==> config.mk <==
export PLATFORM = sky130hd
export DESIGN_NAME = tlul_host_arbiter
export DESIGN_NICKNAME = d
export VERILOG_FILES = /design/src/rtl/tlul_host_arbiter_pkg.sv /design/src/rtl/tlul_pkg.sv /design/src/rtl/tlul_rr_pick.sv /design/src/rtl/tlul_host_arbiter.sv
export SDC_FILE = /design/constraint.sdc
export NUM_CORES = 1
export LEC_CHECK = 0
export CORE_AREA = 2 2 323 325
export DETAILED_ROUTE_END_ITERATION = 16
export DIE_AREA = 0 0 325 327
export SKIP_CTS_REPAIR_TIMING = 1
export SLEW_MARGIN = 40
export SYNTH_ARGS = -nofsm -noshare
export SYNTH_HDL_FRONTEND = slang
export SYNTH_SLANG_ARGS = --single-unit
==> constraint.sdc <==
create_clock -name clk_i -period 3.2 [get_ports clk_i]
set_clock_uncertainty 0.1 [all_clocks]
set_input_delay 0.32 -clock clk_i [delete_from_list [all_inputs] [get_ports clk_i]]
set_output_delay 0.32 -clock clk_i [all_outputs]
set_load 0.02 [all_outputs]
==> src/rtl/tlul_host_arbiter_pkg.sv <==
// Shared types and the round-robin search used by the TL-UL host arbiter.
package tlul_host_arbiter_pkg;

    localparam int unsigned MaxHosts = 8;
    localparam int unsigned MaxIdxW  = $clog2(MaxHosts);

    typedef logic [1:0] arb_state_e;
    localparam arb_state_e StIdle    = 2'd0;
    localparam arb_state_e StGrant   = 2'd1;
    localparam arb_state_e StWaitRsp = 2'd2;

    typedef struct packed {
        logic               any;
        logic [MaxIdxW-1:0] idx;
    } rr_pick_t;

    // First requester strictly after ptr, wrapping; ptr itself is checked last.
    function automatic rr_pick_t rr_next(input logic [MaxHosts-1:0] req,
                                         input logic [MaxIdxW-1:0]  ptr);
        rr_pick_t           res;
        logic [MaxIdxW-1:0] idx;
        res = '0;
        // Walk the ring backwards so the nearest requester is the last one written.
        for (int k = MaxHosts; k >= 1; k--) begin
            idx = ptr + MaxIdxW'(k);
            if (req[idx]) begin
                res.any = 1'b1;
                res.idx = idx;
            end
        end
        return res;
    endfunction

endpackage

==> src/rtl/tlul_pkg.sv <==
// Minimal TL-UL channel types shared by the host arbiter and its neighbours.
package tlul_pkg;

    localparam logic [2:0] PutFullData    = 3'h0;
    localparam logic [2:0] PutPartialData = 3'h1;
    localparam logic [2:0] Get            = 3'h4;
    localparam logic [2:0] AccessAck      = 3'h0;
    localparam logic [2:0] AccessAckData  = 3'h1;

    typedef struct packed {
        logic [6:0] cmd_intg;
        logic [6:0] data_intg;
    } tl_a_user_t;

    typedef struct packed {
        logic [6:0] rsp_intg;
        logic [6:0] data_intg;
    } tl_d_user_t;

    typedef struct packed {
        logic        a_valid;
        logic [2:0]  a_opcode;
        logic [2:0]  a_param;
        logic [1:0]  a_size;
        logic [7:0]  a_source;
        logic [31:0] a_address;
        logic [3:0]  a_mask;
        logic [31:0] a_data;
        tl_a_user_t  a_user;
        logic        d_ready;
    } tl_h2d_t;

    typedef struct packed {
        logic        d_valid;
        logic [2:0]  d_opcode;
        logic [2:0]  d_param;
        logic [1:0]  d_size;
        logic [7:0]  d_source;
        logic        d_sink;
        logic [31:0] d_data;
        tl_d_user_t  d_user;
        logic        d_error;
        logic        a_ready;
    } tl_d2h_t;

endpackage

==> src/rtl/tlul_rr_pick.sv <==
// Combinational round-robin picker: lowest-distance requester after ptr_i.
module tlul_rr_pick
    import tlul_host_arbiter_pkg::*;
#(
    parameter int unsigned NumHosts = 4
) (
    input  logic [NumHosts-1:0]         req_i,
    input  logic [$clog2(NumHosts)-1:0] ptr_i,
    output logic [$clog2(NumHosts)-1:0] gnt_idx_o,
    output logic                        any_o
);

    localparam int unsigned IdxW = $clog2(NumHosts);

    rr_pick_t pick;

    // Zero-padded requests make the mod-MaxHosts scan match a mod-NumHosts scan.
    always_comb begin
        pick      = rr_next(MaxHosts'(req_i), MaxIdxW'(ptr_i));
        any_o     = pick.any;
        gnt_idx_o = IdxW'(pick.idx);
    end

endmodule

==> src/rtl/tlul_host_arbiter.sv <==
// Shares one TL-UL device port among NumHosts hosts, one transaction in flight.
module tlul_host_arbiter
    import tlul_host_arbiter_pkg::*;
#(
    parameter int unsigned NumHosts = 4
) (
    input  logic              clk_i,
    input  logic              rst_i,
    input  tlul_pkg::tl_h2d_t tl_h_i [NumHosts],
    output tlul_pkg::tl_d2h_t tl_h_o [NumHosts],
    output tlul_pkg::tl_h2d_t tl_d_o,
    input  tlul_pkg::tl_d2h_t tl_d_i
);

    localparam int unsigned IdxW = $clog2(NumHosts);

    arb_state_e          state_q, state_d;
    logic [IdxW-1:0]     gnt_q, gnt_d;
    logic [IdxW-1:0]     ptr_q, ptr_d;
    logic [IdxW-1:0]     pick_idx;
    logic                pick_any;
    logic [NumHosts-1:0] req;

    // Collect A-channel requests for the picker.
    always_comb begin
        req = '0;
        for (int i = 0; i < NumHosts; i++) begin
            req[i] = tl_h_i[i].a_valid;
        end
    end

    tlul_rr_pick #(
        .NumHosts(NumHosts)
    ) u_pick (
        .req_i    (req),
        .ptr_i    (ptr_q),
        .gnt_idx_o(pick_idx),
        .any_o    (pick_any)
    );

    // Arbitration only moves in idle; the pointer advances on a completed response.
    always_comb begin
        state_d = state_q;
        gnt_d   = gnt_q;
        ptr_d   = ptr_q;
        case (state_q)
            StIdle: begin
                if (pick_any) begin
                    state_d = StGrant;
                    gnt_d   = pick_idx;
                end
            end
            StGrant: begin
                // A winner that withdraws its request forfeits without moving the pointer.
                if (!tl_h_i[gnt_q].a_valid) begin
                    state_d = StIdle;
                end else if (tl_d_i.a_ready) begin
                    state_d = StWaitRsp;
                end
            end
            StWaitRsp: begin
                if (tl_d_i.d_valid && tl_h_i[gnt_q].d_ready) begin
                    state_d = StIdle;
                    ptr_d   = gnt_q;
                end
            end
            default: state_d = StIdle;
        endcase
    end

    // A/D steering: only the granted host ever sees handshake strobes.
    always_comb begin
        tl_d_o = '0;
        for (int i = 0; i < NumHosts; i++) begin
            tl_h_o[i]         = tl_d_i;
            tl_h_o[i].a_ready = 1'b0;
            tl_h_o[i].d_valid = 1'b0;
        end
        case (state_q)
            StGrant: begin
                tl_d_o                = tl_h_i[gnt_q];
                tl_d_o.d_ready        = 1'b0;
                tl_h_o[gnt_q].a_ready = tl_d_i.a_ready;
            end
            StWaitRsp: begin
                tl_d_o.d_ready        = tl_h_i[gnt_q].d_ready;
                tl_h_o[gnt_q].d_valid = tl_d_i.d_valid;
            end
            default: ;
        endcase
    end

    // State registers; reset points ptr at the last host so host 0 wins first.
    always_ff @(posedge clk_i) begin
        if (rst_i) begin
            state_q <= StIdle;
            gnt_q   <= '0;
            ptr_q   <= IdxW'(NumHosts - 1);
        end else begin
            state_q <= state_d;
            gnt_q   <= gnt_d;
            ptr_q   <= ptr_d;
        end
    end

    // A response with no accepted request is dropped; flag it for debug.
    a_spurious_d: assert property (@(posedge clk_i) disable iff (rst_i)
        tl_d_i.d_valid |-> (state_q == StWaitRsp));

endmodule

==> flow_metrics.env <==
export IMPL_seqPwrFrac_pct=2.5
export IMPL_min_period_ns=3.371
export IMPL_synth_ff_type="dfxtp_1"
export IMPL_clk_pin_slew_ns=0.03
export IMPL_crit_start="state_q[1]"
export IMPL_fin_crit_sh_pct=105.3
export IMPL_post_layout_total_power_w=0.006440
export IMPL_cts_tree="yes"
export IMPL_slew_limit_headroom_pct=50.13
export IMPL_initial_core_util_pct=5.439
export IMPL_drtIter0Drc=297
export IMPL_fin_nets=1694
export IMPL_ctsHtreeMaxLevel=1
export IMPL_end_kind="output pin"
export IMPL_dr_pass1_iters=5
export IMPL_crit_path_start_kind="flip-flop"
export IMPL_final_layout_size_suffix_gt1_share_pct=15.98
export IMPL_io_pins=832
export IMPL_ys_warn_count=0
export IMPL_failed_checks="negative setup slack"
export IMPL_die_h_um=327
export IMPL_fp_dieArea_um2=106300
export IMPL_path_common_cell="buf_12"
export IMPL_area_growth_syn_to_layout_pct=158.5
export IMPL_fp_dieW_um=325
export IMPL_grt_max_degree=102
export IMPL_dp_cells=2596
export IMPL_final_cells=2604
export IMPL_final_common_cell="clkdlybuf4s50_1"
export IMPL_yosysUniqueCellTypes=37
export IMPL_ir_drop_mv=0.4591
export IMPL_clock_sinks=6
export IMPL_rows=118
export IMPL_cp_max_fo=45
export IMPL_hold_start="state_q[1]"
export IMPL_syn_nets=1056
export IMPL_final_cell_mix="804 x clkdlybuf4s50_1, 102 x mux4_2, 101 x and2_1"
export IMPL_cts_buffer_depth=2
export IMPL_dpl_worst_slack_ns=0.06379
export IMPL_worst_slew_pin_slew_ns=0.7465
export IMPL_critPathTopFamily="buffers and inverters"
export IMPL_syn_area_um2=5597
export IMPL_setup_violations=32
export IMPL_clkLatencyLatePin_ns=0.23
export IMPL_drc=0
export IMPL_numPortBuffers=831
export IMPL_switchingPower_w=0.003184
export IMPL_routabilityCongestion=0.9384
export IMPL_min_path_type="reg -> reg"
export IMPL_cp_depth=7
export IMPL_cp_arrival_ns=2.95
export IMPL_fin_tns_setup_ns=-2.747
export IMPL_avgRoutedWirePerCell_um=25.01
export IMPL_antenna_found_initial=48
export IMPL_report_final_slew_viol_count=0
export IMPL_drt_wl_total_mm=65.13
export IMPL_syn_area_per_cell_um2=9.600
export IMPL_r2r_setup_slack_ns=0.71
export IMPL_powerDensity_nw_per_um2=445.1
export IMPL_p_sw_share_pct=49.44
export IMPL_synth_edf_count=0
export IMPL_core_area_um2=102900
export IMPL_viasPerCell=2.860
export IMPL_syn_inst=583
export IMPL_path_class="reg -> out"
export IMPL_p_comb_share_pct=94.2
export IMPL_cp_num_buf_inv=4
export IMPL_rr_worst_depth=6
export IMPL_p_leak_nw=4.803
export IMPL_synthArstFlopShare_pct=0
export IMPL_fmax_mhz=296.7
export IMPL_grt_pass1_vias=7704
export IMPL_fin_ws_ns=-0.1709
export IMPL_ant_nets=0
export IMPL_status="finished with violations"
export IMPL_yosysSeqAreaShare_pct=2.146
export IMPL_track_usage_pct=11.56
export IMPL_grt_pass1_wl_mm=81.00
export IMPL_crit_end="tl_h_o[54]"
export IMPL_worst_endpoint_required_ns=2.78
export IMPL_r2r_end="gnt_q[1]"
export IMPL_vias=7447
export IMPL_p_int_w=0.003256
export IMPL_clockRootBuffer="clkbuf_16"
export IMPL_maxCapViolCount=0
export IMPL_cp_cell_sequence="inv_1, ha_1, nor3b_4, buf_12, buf_12, nor2b_1, clkdlybuf4s50_1"
export IMPL_timing_rr_start="ptr_q[1]"
export IMPL_grt_overflow=0
export IMPL_dp_hpwl_mm=61.12
export IMPL_grt_setup_unrepaired="true"
export IMPL_slowest_stage="clkdlybuf4s50_1"
export IMPL_slowest_delay_ns=0.82
export IMPL_ys_seq_elements=6
export IMPL_cts_buffers=3
export IMPL_final_hold_violation_count=0
export IMPL_p_clk_share_pct=3.3
## flip-flops by register name, summed over array words and instances, names as in the netlist
| register | cells |
|---|---|
| ptr_q | 2 |
| gnt_q | 2 |
| state_q | 2 |
## metrics by stage
stage          area [µm²]  util, %  hold slack [ns]
4_1_cts             14440    14.03           0.4093
6_report            14470    14.06           0.4080
3_5_place_dp        14360    13.95           0.4049
2_1_floorplan        5597        -           0.2891
3_3_place_gp        14340    13.93           0.4079
5_1_grt             14460    14.05           0.4502
## per-layer routing
metal  part of all wire [%]  wire length (µm)  vias up  track usage, %
li1                       -                 -     3169               -
met1                     43             28200     3624           15.16
met2                     45             29220      543           18.63
met3                     11              6841       83           4.584
met4                    1.1               699       28          0.6643
met5                   0.27               176        -               0
## cells in the mapped netlist, types with 2 or more instances
master	number	area (µm²)
a211o_1	2	17.52
a211oi_1	2	15.01
a222oi_1	2	20.02
a311oi_1	2	17.52
and2_1	101	631.9
buf_2	16	80.08
buf_4	192	1441
clkbuf_1	28	105.1
dfxtp_1	6	120.1
ha_1	5	62.56
inv_1	7	26.28
mux2_2	4	45.04
mux2i_1	5	50.05
mux4_2	102	2297
nand2_1	5	18.77
nand2b_1	2	12.51
nand3_1	5	25.02
nor2_1	8	30.03
nor2b_1	67	419.2
nor3_1	3	15.01
o21ai_0	3	15.01
## final cells by class
| type | count | area, µm² |
|---|---|---|
| fillers | 11730 | 88440 |
| repair buffers | 871 | 8631 |
| flip-flops and latches | 6 | 127.6 |
| well taps | 1380 | 1727 |
| diodes | 4 | 10.01 |
| inverters | 7 | 26.28 |
| clock buffers | 4 | 78.83 |
| multi-input cells | 332 | 3867 |
## cells by family after synthesis
group | after synthesis | synth area share, %
adders and majority gates | 5 | 1.118
and+or+nand+nor | 196 | 21.28
muxes | 111 | 42.75
AOI/OAI and AO/OA | 20 | 2.906
DFF | 6 | 2.146
buffers and inverters | 245 | 29.80
## power by group through the flow
stage	logic [W]	clock network (W)	registers [W]
after floorplan	0.00345	0	0.0000918
after global placement	0.00610	0	0.000170
after detailed placement	0.00612	0	0.000169
after CTS	0.00614	0.000216	0.000168
after global routing	0.00635	0.000220	0.000170
final	0.00607	0.000211	0.000164
## worst reg2reg max path, stage by stage (launching register included)
cell and delay [ns]:
dfxtp_1 0.45, inv_1 0.16, ha_1 0.48, mux4_2 0.56, a222oi_1 0.22, o211ai_1 0.12, a311oi_1 0.28
## worst min-delay path by stage
stage          depth (start not counted)  slack (ns)    endpoint
6_report                               2        0.41  state_q[1]
5_1_grt                                2        0.45  state_q[1]
4_1_cts                                2        0.41  state_q[1]
3_5_place_dp                           2        0.40  state_q[1]
3_3_place_gp                           2        0.41  state_q[1]
2_1_floorplan                          1        0.29  state_q[1]
No activity file was read; power rests on OpenSTA's default activity.
